==> src/rtl/mux_n_reg.sv <==
// N-channel registered select mux with direct and round-robin scan modes.
// Reports out-of-range selects, a capture strobe and a scan-wrap strobe.
module mux_n_reg #(
    parameter int WIDTH = 16,
    parameter int N     = 8,
    parameter int SELW  = 3
) (
    input  logic                 CLK,
    input  logic                 Reset,
    input  logic [N*WIDTH-1:0]   In,
    input  logic [SELW-1:0]      Sel,
    input  logic                 Mode,
    input  logic                 En,
    output logic [WIDTH-1:0]     Out,
    output logic                 OutValid,
    output logic [SELW-1:0]      CurSel,
    output logic                 SelErr,
    output logic                 Wrap
);

    generate
        if (N < 2 || N > 256 || (1 << SELW) < N) begin : g_bad_params
            $error("mux_n_reg: need 2 <= N <= 256 and 2**SELW >= N");
        end
    endgenerate

    localparam logic [SELW:0]   NUM  = (SELW+1)'(N);
    localparam logic [SELW-1:0] LAST = SELW'(N - 1);

    logic [SELW-1:0]  cnt;
    logic [SELW-1:0]  cnt_next;
    logic [SELW-1:0]  eff_cnt;
    logic [SELW-1:0]  sel_idx;
    logic             mode_q;
    logic             sel_bad;
    logic             at_last;
    logic [WIDTH-1:0] mux_data;

    // Entering scan mode restarts the walk at channel 0 in that same cycle.
    always_comb begin
        eff_cnt  = (Mode && !mode_q) ? '0 : cnt;
        sel_idx  = Mode ? eff_cnt : Sel;
        sel_bad  = !Mode && ({1'b0, Sel} >= NUM);
        at_last  = (eff_cnt == LAST);
        cnt_next = Mode ? eff_cnt : cnt;
        if (Mode && En) begin
            cnt_next = at_last ? '0 : eff_cnt + 1'b1;
        end
    end

    // NOTE: every output of a combinational block gets a default first, otherwise an incomplete if/loop infers a latch.
    always_comb begin
        mux_data = '0;
        for (int k = 0; k < N; k++) begin
            if (sel_idx == SELW'(k)) begin
                mux_data = In[k*WIDTH +: WIDTH];
            end
        end
    end

    // NOTE: state registers use non-blocking assignments so every flop samples pre-edge values.
    always_ff @(posedge CLK or posedge Reset) begin
        if (Reset) begin
            Out      <= '0;
            OutValid <= 1'b0;
            CurSel   <= '0;
            SelErr   <= 1'b0;
            Wrap     <= 1'b0;
            cnt      <= '0;
            mode_q   <= 1'b0;
        end else begin
            mode_q   <= Mode;
            cnt      <= cnt_next;
            OutValid <= En;
            if (En) begin
                Out    <= mux_data;
                CurSel <= sel_idx;
                SelErr <= sel_bad;
                Wrap   <= Mode && at_last;
            end
        end
    end

endmodule

==> config.mk <==
export PLATFORM = sky130hd
export DESIGN_NAME = mux_n_reg
export DESIGN_NICKNAME = d
export VERILOG_FILES = /design/src/rtl/mux_n_reg.sv
export SDC_FILE = /design/constraint.sdc
export NUM_CORES = 1
export LEC_CHECK = 0
export CAP_MARGIN = 20
export CORE_ASPECT_RATIO = 1.1
export CORE_MARGIN = 4
export CORE_UTILIZATION = 25
export CTS_CLUSTER_DIAMETER = 40
export DETAILED_ROUTE_END_ITERATION = 12
export MAX_ROUTING_LAYER = met4
export PLACE_DENSITY_LB_ADDON = 0.25
export SYNTH_ARGS = -nofsm -noshare
export SYNTH_HDL_FRONTEND = slang
export SYNTH_SLANG_ARGS = --single-unit
==> constraint.sdc <==
create_clock -name CLK -period 2.1 [get_ports CLK]
set_clock_uncertainty 0.1 [all_clocks]
set_input_delay 0.42 -clock CLK [delete_from_list [all_inputs] [get_ports CLK]]
set_output_delay 0.42 -clock CLK [all_outputs]
set_load 0.05 [all_outputs]
==> impl_table.tex <==
\begin{tabular}{lr}
\hline
Metric & Value \\
\hline
\multicolumn{2}{l}{\textbf{Worst setup path}} \\
\quad Peak fanout along the critical path & 7 \\
\quad Worst path max stage delay & between 0.3 and 0.4 ns \\
\quad Critical path, cell by cell & dlygate4sd2\_1 > buf\_4 > or3b\_4 > a211oi\_4 > buf\_6 > buf\_16 > a21oi\_1 > o211ai\_1 > a311o\_1 \\
\quad Max stage delay cell, worst path & or3b\_4 \\
\quad Slack of the worst reg-to-reg path & about 0.11 ns \\
\quad Worst R2R End & Out[3] \\
\quad CP Launch Type & input pin \\
\quad Count of buffer and inverter cells on the critical path & 4 \\
\quad Worst Setup End Kind & register \\
\quad Critical register-to-register path startpoint & mode\_q \\
\quad Required time of the critical path & around 2.2 ns \\
\quad Kind of critical path & input pin to register \\
\quad Cell family with most CP delay & buffers and inverters \\
\quad Reg2Reg Depth & 8 \\
\quad Arrival time at the worst endpoint & $\sim$2.1 ns \\
\multicolumn{2}{l}{\textbf{Clocking}} \\
\quad Number of buffers on the longest clock path & 2 \\
\quad Clock buffer count from CTS & 3 \\
\quad Clock slew seen by the registers of the worst setup and hold paths & approximately 0.10 ns \\
\quad Clock tree from TritonCTS & built \\
\quad Worst-skew pair later-pin latency & between 0.2 and 0.3 ns \\
\quad Level count of the clock H-tree & 1 \\
\quad Root buffer cell & clkbuf\_8 \\
\quad Clock sink count & 25 \\
\quad Hold bufs inserted after CTS & 0 \\
\multicolumn{2}{l}{\textbf{Detailed routing}} \\
\quad DRT antenna net count & 0 \\
\quad Detailed-route wire length per cell & roughly 19 µm \\
\quad Post-route DRC violation count & 0 \\
\quad Via count & a little over 3,000 \\
\quad Total wirelength of the detailed-routed design & $\sim$11,000 µm \\
\quad Number of DRC markers in iteration 0 & between 150 and 200 \\
\quad Number of optimization iterations in the first detailed-route pass & 5 \\
\quad Number of vias per cell & between 5 and 6 \\
\multicolumn{2}{l}{\textbf{Pwr}} \\
\quad Pwr Total & 2250 µW \\
\quad Switching share of power & 0.401 \\
\quad Power share of the combinational group & 0.591 \\
\quad Leak Pwr & $\sim$0.0018 µW \\
\quad Total power divided by cell area & around 510 nW/µm² \\
\quad Switching power & 905 µW \\
\quad Internal Power & around 1300 µW \\
\quad Clk network pwr share & 0.135 \\
\quad Peak VDD IR & approximately 220 µV \\
\quad Sequential cell fraction of total power & 0.274 \\
\multicolumn{2}{l}{\textbf{GRT}} \\
\quad Initial antenna violation count & 0 \\
\quad Total congestion overflow after global routing & 0 \\
\quad Maximum number of pins on one net before global-route repair & 28 \\
\quad Number of global-route vias before repair & $\sim$3,300 \\
\quad Wire length of the first global-routing pass & $\sim$17,000 µm \\
\quad Overall track demand over capacity in global routing & 0.195 \\
\multicolumn{2}{l}{\textbf{Run status}} \\
\quad Result of the run & finished, final reports clean \\
\multicolumn{2}{l}{\textbf{Logic synthesis}} \\
\quad Cell types with the largest area share after synthesis & dfrtp\_1, o221a\_2, a21oi\_1, o21ai\_0, mux2i\_1 \\
\quad Register area share after synthesis & 0.263 \\
\quad Netlist cell types & between 50 and 60 \\
\quad Synth Register Bits & 25 \\
\quad Leading area contributor after synthesis & dfrtp\_1 \\
\quad Fraction of registers with async set or reset after synthesis & 1.00 \\
\quad Average instance area after synthesis & $\sim$8.3 µm² \\
\quad Area share of the leading cell type in the synthesized netlist & 0.263 \\
\quad Number of flops mapped to enable cells by yosys & 0 \\
\quad Number of warnings reported in the yosys synthesis log & 0 \\
\quad Synth Instances & about 290 \\
\quad Leading register cell type out of synthesis & dfrtp\_1 \\
\quad Syn Std Cell Area & 2380 µm² \\
\quad Synthesized netlist net count & 423 \\
\multicolumn{2}{l}{\textbf{Floorplanning}} \\
\quad Number of primary I/O pins & roughly 160 \\
\quad Number of standard-cell rows in the floorplan & 37 \\
\quad Die Y & 110 µm \\
\quad Initial core utilization & 0.256 \\
\quad Floorplan Core Area & 9310 µm² \\
\quad Die Area & approximately 11,000 µm² \\
\quad Die W & just over 100 µm \\
\multicolumn{2}{l}{\textbf{Layout}} \\
\quad Final Util & 0.476 \\
\quad Final instance count without filler cells & between 500 and 600 \\
\quad P\&R area growth vs syn & 86.0\% \\
\quad Net count, final & roughly 600 \\
\quad Fraction of final layout cells with drive strength greater than 1 & 0.176 \\
\quad Diodes inserted & 0 \\
\quad Final non-filler cell area & around 4400 µm² \\
\multicolumn{2}{l}{\textbf{Place}} \\
\quad Area after DPL & between 4000 and 5000 µm² \\
\quad Placed cells & $\sim$580 \\
\quad Post-detailed-placement half-perimeter wirelength & roughly 8600 µm \\
\quad Final GP Congestion & about 0.85 \\
\quad Count of buffers inserted at the top-level ports & approximately 160 \\
\multicolumn{2}{l}{\textbf{STA}} \\
\quad Setup violation total in the final timing report & 0 \\
\quad Worst Hold Slack & 0.342 ns \\
\quad Min Clock Period, post-route & around 2.0 ns \\
\quad Setup repair after global routing missed its margin & false \\
\quad Highest attainable clock frequency & around 500 MHz \\
\quad Number of endpoints with negative hold slack in the final report & 0 \\
\quad Tcrit/Tclk final & 0.960 \\
\quad Max-Slew Margin vs Limit & 0.562 \\
\quad Actual transition at the worst max-transition pin & 0.656 ns \\
\quad Pins over their slew limit & 0 \\
\multicolumn{2}{l}{\textbf{Hold path}} \\
\quad Hold Path Origin & Mode \\
\quad Hold Path Sink & mode\_q \\
\quad Cell depth of the worst hold path & 2 \\
\quad Type of the tightest min-delay check & input pin to register \\
\multicolumn{2}{l}{\textbf{Job}} \\
\quad Max-Cap Viols & 0 \\
\hline
\end{tabular}
## what timing repair did
item,4_1_cts,5_1_grt
pin swaps,2,1
setup endpoints to repair,16,16
gates cloned,1,0
endpoints found under the hold margin,0,0
resized for setup,8,8
buffers inserted,1,0
## routing by layer
metal | vias up | track usage | share of wire
met5 | - | - | 0
met3 | 12 | 0.0157 | 0.060
met1 | 1482 | 0.239 | 0.40
met4 | 0 | 0.0560 | 0.017
met2 | 138 | 0.344 | 0.52
li1 | 1482 | - | -
## how the worst max path moves through the flow
stage	from	cells after the start	end
after floorplan	Mode	7	Out[0]
after global placement	Mode	7	Out[8]
after detailed placement	Mode	7	Out[12]
after CTS	Mode	9	Out[3]
after global routing	mode_q	8	Out[3]
final	Sel[1]	9	Out[3]
## power by group through the flow
stage	clock, µW	sequential (µW)	combinational, µW
global route	330	630	1420
global placement	0	627	1310
finish	304	618	1330
detailed placement	0	627	1320
floorplan	0	866	443
CTS	314	618	1330
## kinds of logic after synthesis
logic type	Yosys count	share of synthesized area
AOI/OAI and AO/OA	140	0.444
and+or+nand+nor	72	0.161
DFF	25	0.263
muxes	12	0.0505
buffers and inverters	36	0.0747
adders and majority gates	1	0.00526
other	1	0.00158
## cells in the final DEF (no fill, tap or decap), types with 4 or more instances in the layout
cell	instances
mux2i_1	12
o221a_2	12
a21oi_1	29
o21ai_1	5
buf_12	5
a21o_1	4
inv_1	7
dfrtp_1	25
clkdlybuf4s50_1	147
a22o_1	12
o21ai_0	26
a311o_1	10
buf_4	44
nand3_1	18
o211ai_1	14
nand2_1	24
nor2_1	6
## synth_stat cells (2+ instances only)
master,instances
nor3b_1,2
o31ai_1,2
o31a_1,2
a222oi_1,2
and3_1,3
buf_2,10
a311o_1,10
buf_4,4
o21ai_0,29
o221a_1,2
buf_6,2
and2_1,2
a21o_1,4
nand2b_1,2
clkbuf_1,13
a31o_1,2
mux2i_1,12
inv_1,7
o211ai_1,14
o2bb2ai_1,2
dfrtp_1,25
a31o_2,2
a21oi_1,29
nand3b_1,2
o221a_2,13
nor2_1,7
nand2_1,24
a22o_1,12
o22a_1,2
nand4_1,2
a211oi_1,2
nand3_1,18
o21ai_1,2
## registers in the layout, indices dropped and copies added, names as in the netlist
| register | cells |
|---|---|
| CurSel | 3 |
| Out | 16 |
| OutValid | 1 |
| Wrap | 1 |
| cnt | 3 |
| mode_q | 1 |
## layout make-up
| class | instances | area [µm²] |
|---|---|---|
| clock buffers | 4 | 45.0 |
| fillers | 919 | 4880 |
| inverters | 7 | 26.3 |
| multi-input cells | 226 | 1600 |
| flip-flops and latches | 25 | 626 |
| well taps | 117 | 146 |
| repair buffers | 203 | 1990 |
## metrics by stage
step                worst slack (ns)  TNS [ns]
detailed placement            -0.633     -9.63
CTS                          0.00126         0
global placement              -0.578     -9.27
floorplan                      0.123         0
finish                        0.0843         0
global route                  0.0111         0
## worst reg2reg max path, stage by stage (launching register included)
cell and delay [ns]:
dfrtp_1 0.44, buf_4 0.18, and3_2 0.27, a211oi_4 0.07
buf_6 0.13, buf_16 0.13, a21oi_1 0.12, o211ai_1 0.12
a311o_1 0.32
(Power assumes the default switching activity.)
